<file path="config.mk">
export PLATFORM = sky130hd
export DESIGN_NAME = prefix_sum_pipe
export DESIGN_NICKNAME = d
export VERILOG_FILES = /design/src/rtl/prefix_sum_pipe.sv
export SDC_FILE = /design/constraint.sdc
export NUM_CORES = 1
export LEC_CHECK = 0
export BUFFER_PORTS_ARGS = -buffer_cell sky130_fd_sc_hd__clkbuf_2
export CAP_MARGIN = 20
export CORE_MARGIN = 8
export CORE_UTILIZATION = 48
export CTS_CLUSTER_SIZE = 30
export DETAILED_ROUTE_END_ITERATION = 8
export HOLD_SLACK_MARGIN = 0.1
export PLACE_DENSITY = 0.87
export SYNTH_ARGS = -nofsm -noshare
export SYNTH_HDL_FRONTEND = slang
export SYNTH_SLANG_ARGS = --single-unit
</file>
<file path="constraint.sdc">
create_clock -name clk -period 1.77 [get_ports clk]
set_input_delay 0.354 -clock clk [delete_from_list [all_inputs] [get_ports clk]]
set_output_delay 0.354 -clock clk [all_outputs]
set_load 0.03 [all_outputs]
</file>
<file path="src/rtl/prefix_sum_pipe.sv">
// prefix_sum_pipe: sum stage of the parallel-prefix adder.
// Carries are resolved from group P/G and cin, then the sum, carry-out and
// signed overflow leave through a two-stage valid/ready pipeline.
module prefix_sum_pipe #(
    parameter int unsigned width = 8
) (
    input  logic             clk,
    input  logic             rst_n,
    input  logic             in_valid,
    output logic             in_ready,
    input  logic [width:1]   p,
    input  logic [width:1]   P,
    input  logic [width:1]   G,
    input  logic             cin,
    output logic             out_valid,
    input  logic             out_ready,
    output logic [width:1]   sum,
    output logic             cout,
    output logic             ovf
);

    logic [width:0] c_next;
    logic [width:0] s1_c;
    logic [width:1] s1_p;
    logic           s1_valid;
    logic           s2_valid;
    logic           s1_advance;
    logic           s1_accept;
    logic [width:1] sum_next;
    logic           cout_next;
    logic           ovf_next;

    // Carry vector: c_0 is the carry-in, c_i comes from the group span i..1.
    always_comb begin
        c_next    = '0;
        c_next[0] = cin;
        for (int unsigned i = 1; i <= width; i++) begin
            c_next[i] = G[i] | (P[i] & cin);
        end
    end

    // Handshake: S1 hands its set to S2 whenever S2 is empty or draining.
    // in_ready depends on out_ready so a full pipe can pop and push together.
    always_comb begin
        s1_advance = s1_valid & (~s2_valid | out_ready);
        in_ready   = ~s1_valid | s1_advance;
        s1_accept  = in_valid & in_ready;
        out_valid  = s2_valid;
    end

    // Final sum bits, carry-out and signed overflow from the S1 registers.
    always_comb begin
        sum_next  = s1_p ^ s1_c[width-1:0];
        cout_next = s1_c[width];
        ovf_next  = s1_c[width] ^ s1_c[width-1];
    end

    // Stage 1: capture bitwise propagate and the full carry vector on accept.
    always_ff @(posedge clk or negedge rst_n) begin
        if (!rst_n) begin
            s1_valid <= 1'b0;
            s1_p     <= '0;
            s1_c     <= '0;
        end else begin
            if (s1_accept) begin
                s1_valid <= 1'b1;
                s1_p     <= p;
                s1_c     <= c_next;
            end else if (s1_advance) begin
                s1_valid <= 1'b0;
            end
        end
    end

    // Stage 2: load the result when S1 advances, hold it while stalled.
    always_ff @(posedge clk or negedge rst_n) begin
        if (!rst_n) begin
            s2_valid <= 1'b0;
            sum      <= '0;
            cout     <= 1'b0;
            ovf      <= 1'b0;
        end else begin
            if (s1_advance) begin
                s2_valid <= 1'b1;
                sum      <= sum_next;
                cout     <= cout_next;
                ovf      <= ovf_next;
            end else if (out_ready) begin
                s2_valid <= 1'b0;
            end
        end
    end

endmodule

</file>
==> results.md, run 1 <==
* Outcome: finished clean
* Post-Route WL at 2710 um
* Fin area at 1540 sq um
* Crit path arrival time at 1240 ps
* Crit-path cells: nand3b_1, buf_4, clkbuf_2
* Synth cell types at 12
* Largest family of logic cells by synthesized area: compound AO/OA/AOI/OAI gates
* Ratio of cells with drive above 1 in the final layout at 42.4%
* Grt ovf at 0
* PwrDens at 1180 nW/um^2
* XOR/XNOR share of the synthesized area at 6.45%
* # IOs at 41
* Num CTS Buffers at 5
* Critical path capture point type: output port
* Max Freq at 626 MHz
* Sequential Power Share at 47.7%
* Crit start category: flip-flop
* Die W at 66.4 um
* Die area at 4410 sq um
* Root buf cell: clkbuf_4
* DRC violations left at 0
* Compound-gate portion of the synthesized area at 17.2%
* Multiplexer share of the synthesized area at 9.84%
* Routed vias/inst at 5.12
* Switching pwr at 0.602 mW
* # setup viols final at 0
* Final net count at 179
* Synth top area cells: dfrtp_1 59%, a21oi_1 17%, mux2_2 7.4%
* H-tree depth at 2
* Clock share of power at 24.8%
* Resize count post-CTS at 0
* Synth warn at 0
* Switching Fraction at 33.1%
* Cells after Synth at 104
* Synth top area share at 59.4%
* Via count at 926
* Largest stage delay, worst path at 400 ps
* # Post-CTS Setup Buffers at 0
* Simple-gate share of the synthesized area at 3.18%
* Clk_skew at 2.89 ps
* Core area at 2450 sq um
* Min-Delay Path Class: input port to flip-flop
* Synth Cell Area at 1220 sq um
* Clk buf depth at 2
* GPL Wtd Cong at 0.719
* Setup Crit Path Kind: flip-flop to output port
* Final Hold Fails at 0
* Pin count of the biggest net entering global routing at 30
* Row cnt at 18
* Crit-path max FO at 10
* TNS Setup at 0 ps
* Maximum vdd ir drop at 0.726 mV
* ANT nets after route at 0
* Synth Area in Adders at 0%
* Initial Utilization at 49.7%
* Initial DRC count at 39
* Layout area overhead at 25.8%
* Synthesized Nets at 133
* # diodes at 0
* Antenna violations before repair at 0
* Pleak at 0.704 nW
* Least-Margin Pin Slew at 694 ps
* Logic pwr share at 27.6%
* Cell Area, Placed at 1460 sq um
* Hold buffer count at cts at 1
* RSZ-0062 raised after global routing: false
* Die Ht at 66.4 um
* Kind of cell adding the most delay to the critical path: flip-flops
* Reg clk slew, reported paths at 90 ps
* Final worst-path cycle share at 90.2%
* Drt pass-1 iters at 4
* CP required at 1420 ps
* Worst Path Buf+Inv at 2
* Final Max Tran Viols at 0
* Total GRT Usage at 13.7%
* Leading area contributor after synthesis: dfrtp_1
* IO Port Bufs at 40
* First-pass GRT wire length at 4650 um
* Slew headroom at 53.7%
* Crit-path slowest cell: dfrtp_1
* Wirelength per Cell at 15.0 um
* Avg Cell Area, Syn at 11.7 sq um
* Seq cells post-synth at 29
* Clk Latency, worst-skew pair at 310 ps
* Internal at 1.21 mW
* CTS sink cnt at 29
* HPWL after DPL at 2080 um
* TritonCTS clock tree: yes
* Post-synthesis sequential area ratio at 59.4%
* Max Cap Violations at 0
* Min Tclk post-route at 1600 ps
* Vias in the first global route at 1036
[cell usage in the layout (no fill, tap or decap)]
| cell | n |
|---|---|
| mux2_4 | 2 |
| clkbuf_8 | 2 |
| nand3b_1 | 1 |
| nand2b_1 | 3 |
| xnor2_1 | 9 |
| buf_4 | 6 |
| dlygate4sd3_1 | 1 |
| a21oi_1 | 42 |
| and2_1 | 2 |
| dfrtp_1 | 29 |
| mux2_2 | 8 |
| clkinv_2 | 1 |
| clkbuf_4 | 5 |
| clkbuf_2 | 40 |
[cell type report]
cell class	instances	area, sq um
Fill cell	230	918
Sequential cell	29	726
Multi-Input combinational cell	67	448
Timing Repair Buffer	47	255
Clock buffer	7	65.1
Tap cell	30	37.5
Clock inverter	1	5.00
[worst paths after layout]
path | startpoint | to | slack, ps | depth (start not counted)
setup reg to reg | out_valid | s1_p[4] | 320 | 4
hold reg to reg | cout | cout | 530 | 1
setup / recovery | out_valid | in_ready | 170 | 3
max in group asynchronous | rst_n | s1_p[3] | 710 | 2
hold / removal | p[6] | s1_p[6] | 260 | 2
min in group asynchronous | rst_n | s1_p[8] | 610 | 2
[stage by stage]
step / cells / setup slack, ps / hold slack, ps / power [mW] / util [%]
2_1_floorplan: 104 / 305 / 58.4 / 1.21 / -
4_1_cts: 181 / 155 / 256 / 1.84 / 62.6
3_3_place_gp: 172 / 272 / 414 / 1.36 / 59.3
5_1_grt: 181 / 67.7 / 258 / 1.92 / 62.6
6_report: 181 / 173 / 265 / 1.82 / 62.6
3_5_place_dp: 172 / 248 / 430 / 1.38 / 59.3
[power groups by stage]
| stage | clock network [mW] | logic (mW) | registers (mW) |
|---|---|---|---|
| floorplan | 0 | 0.206 | 1.00 |
| global placement | 0 | 0.490 | 0.871 |
| detailed placement | 0 | 0.502 | 0.879 |
| CTS | 0.464 | 0.507 | 0.867 |
| global route | 0.498 | 0.539 | 0.883 |
| finish | 0.450 | 0.501 | 0.865 |
[cell usage after synthesis]
library cell,n
buf_6,2
mux2_4,2
nand2b_1,3
clkbuf_1,3
dfrtp_1,29
mux2_2,8
buf_2,2
and2_1,2
a21oi_1,42
nand3b_1,1
buf_1,1
xnor2_1,9
[cell families after synthesis]
group | Yosys count
compound gates | 42
mux | 10
buf+inv | 8
flops | 29
xor+xnor | 9
simple gates | 6
[sequential cells by signal, summed over array words and instances (netlist names)]
| signal | cells |
|---|---|
| s1_c | 9 |
| s1_valid | 1 |
| sum | 8 |
| ovf | 1 |
| out_valid | 1 |
| s1_p | 8 |
| cout | 1 |
[metal layers]
layer / up-vias / GRT usage, % / wire length, um
li1: 457 / - / -
met1: 430 / 16.2 / 1180
met2: 34 / 21.6 / 1290
met3: 5 / 5.42 / 203
met4: 0 / 5.60 / 37
met5: - / 0 / 0
No activity file was read; power rests on OpenSTA's default activity.
==> inputs of run 2 (changes only) <==
--- a/config.mk
+++ b/config.mk
@@ -8,11 +8,11 @@
 export BUFFER_PORTS_ARGS = -buffer_cell sky130_fd_sc_hd__clkbuf_2
 export CAP_MARGIN = 20
 export CORE_MARGIN = 8
-export CORE_UTILIZATION = 48
+export CORE_UTILIZATION = 25
 export CTS_CLUSTER_SIZE = 30
 export DETAILED_ROUTE_END_ITERATION = 8
 export HOLD_SLACK_MARGIN = 0.1
-export PLACE_DENSITY = 0.87
+export PLACE_DENSITY = 0.55
 export SYNTH_ARGS = -nofsm -noshare
 export SYNTH_HDL_FRONTEND = slang
 export SYNTH_SLANG_ARGS = --single-unit
==> constraint.sdc (replaced) <==
create_clock -name clk -period 1.8 [get_ports clk]
set_input_delay 0.36 -clock clk [delete_from_list [all_inputs] [get_ports clk]]
set_output_delay 0.36 -clock clk [all_outputs]
set_load 0.03 [all_outputs]
==> results.md, run 2 (synthesis results as in run 1) <==
* FF-to-FF path depth at 4 (unchanged)
* Clock share of power at 27.4% (+2.6 points)
* H-tree depth at 2 (unchanged)
* Largest registers: s1_c: 9 flops, s1_p: 8 flops, sum: 8 flops
* ANT nets after route at 0 (unchanged)
* # setup viols final at 0 (unchanged)
* CTS sink cnt at 29 (unchanged)
* Switching Fraction at 33.4% (+0.21 points)
* Multi-input gate area at 448 sq um (unchanged)
* Fin area at 1580 sq um (+2.9%)
* Clk_skew at 4.84 ps (+1.95 ps)
* Grt ovf at 0 (unchanged)
* Antenna violations before repair at 0 (unchanged)
* Final worst-path cycle share at 85.3%
* Switching pwr at 0.616 mW (+2.4%)
* R2r setup slk at 450 ps (+130 ps)
* Sequential Power Share at 46.0% (-1.7 points)
* Post-route insts no fill at 216 (+19%)
* Critical path capture point type: output port
* Max Cap Violations at 0 (unchanged)
* Final Max Tran Viols at 0 (unchanged)
* Final net count at 177 (-1.1%)
* Wirelength per Cell at 13.7 um (-8.4%)
* Max Freq at 652 MHz
* Initial DRC count at 30 (-23%)
* Vias in the first global route at 1050 (+1.4%)
* Least-Margin Pin Slew at 707 ps (+12.7 ps)
* Outcome: finished clean
* Ratio of cells with drive above 1 in the final layout at 42.3% (-0.10 points)
* FF-to-FF Start: out_valid
* Cell Area, Placed at 1500 sq um (+2.7%)
* First-pass GRT wire length at 4950 um (+6.5%)
* Worst Path Buf+Inv at 2 (unchanged)
* TNS Setup at 0 ps (unchanged)
* Via count at 919 (-0.76%)
* PwrDens at 1170 nW/um^2 (-1.1%)
* Row cnt at 25 (+7)
* Crit-path slowest cell: dfrtp_1
* RSZ-0062 raised after global routing: false
* Clk buf depth at 2 (unchanged)
* Crit-path cells: nand3b_1, buf_4, clkbuf_2
* Final core utilization at 33.5% (-29 points)
* Initial Utilization at 25.9% (-24 points)
* Die W at 85.9 um (+29%)
* Pleak at 0.698 nW (-0.92%)
* Core area at 4720 sq um (+92%)
* Total GRT Usage at 8.63% (-5.1 points)
* Crit start category: flip-flop
* R2R Path End: s1_p[6]
* Crit path launch: out_valid
* # diodes at 0 (unchanged)
* Sequential Area at 726 sq um (unchanged)
* Max reg flops at 9 (unchanged)
* HPWL after DPL at 2350 um (+13%)
* TritonCTS clock tree: yes
* GPL Wtd Cong at 0.713 (-0.85%)
* Min Tclk post-route at 1530 ps
* Drt pass-1 iters at 4 (unchanged)
* # IOs at 41 (unchanged)
* Min-Delay Path Class: input port to asynchronous set/reset pin
* Reg clk slew, reported paths at 60 ps (-30 ps)
* Maximum vdd ir drop at 0.275 mV (-62%)
* Kind of cell adding the most delay to the critical path: buffers and inverters
* Final Hold Fails at 0 (unchanged)
* Fillcell total at 476 (+110%)
* Crit-path max FO at 10 (unchanged)
* Die Ht at 85.9 um (+29%)
* Post-Route WL at 2960 um (+9.3%)
* Num CTS Buffers at 5 (unchanged)
* Pin count of the biggest net entering global routing at 30 (unchanged)
* # Post-CTS Setup Buffers at 0 (unchanged)
* Hold buffer count at cts at 0 (-1)
* DP Cell Count at 208 (+21%)
* Layout area overhead at 29.5%
* Crit path arrival time at 1170 ps (-70 ps)
* IO Port Bufs at 40 (unchanged)
* Logic pwr share at 26.6% (-1.0 points)
* Root buf cell: clkbuf_8
* Resize count post-CTS at 0 (unchanged)
* Die area at 7380 sq um (+67%)
* Most frequent cells in the layout: 42 x a21oi_1, 40 x clkbuf_2, 29 x dfrtp_1, 9 x xnor2_1, 8 x mux2_2
* Top reg by flops: s1_c
* Setup Crit Path Kind: flip-flop to output port
* Routed vias/inst at 4.25 (-17%)
* CP required at 1440 ps (+20 ps)
* DRC violations left at 0 (unchanged)
* Slew headroom at 52.9% (-0.85 points)
* Commonest non-fill, non-tap cell in the layout: a21oi_1
* Internal at 1.23 mW (+1.4%)
* Largest stage delay, worst path at 390 ps (about the same)
* Clk Latency, worst-skew pair at 270 ps (-40 ps)
## run 2: how the worst max path moves through the flow
stage                    end  slack (ps)  cells past startpoint
floorplan            s1_c[0]         340                      5
global route        in_ready         180                      3
detailed placement   s1_p[6]         370                      4
finish              in_ready         270                      3
global placement     s1_p[7]         400                      5
CTS                 in_ready         240                      3
## run 2: layer usage
layer / up-vias / routed length, um / GRT usage [%]
li1: 448 / - / -
met3: 4 / 246 / 3.15
met2: 39 / 1420 / 13.6
met4: 0 / 23 / 4.30
met1: 428 / 1270 / 10.0
met5: - / 0 / 0
## run 2: cell type report
type                            instances  area share, %
Timing Repair Buffer                   45           15.0
Tap cell                               67           5.30
Sequential cell                        29           45.9
Multi-Input combinational cell         67           28.3
Clock buffer                            5           4.35
Clock inverter                          3           1.11
## run 2: power groups by stage
stage	combinational (mW)	sequential (mW)	clock, mW
2_1_floorplan	0.203	0.983	0
3_3_place_gp	0.488	0.855	0
3_5_place_dp	0.498	0.865	0
4_1_cts	0.500	0.853	0.529
5_1_grt	0.533	0.869	0.561
6_report	0.491	0.850	0.507
## run 2: metrics by stage
stage | total power [mW] | worst slack, ps | hold slack (ps)
after CTS | 1.88 | 242 | 141
after floorplan | 1.19 | 335 | 64.4
after global routing | 1.96 | 182 | 175
final | 1.85 | 265 | 124
after global placement | 1.34 | 400 | 418
after detailed placement | 1.36 | 365 | 442
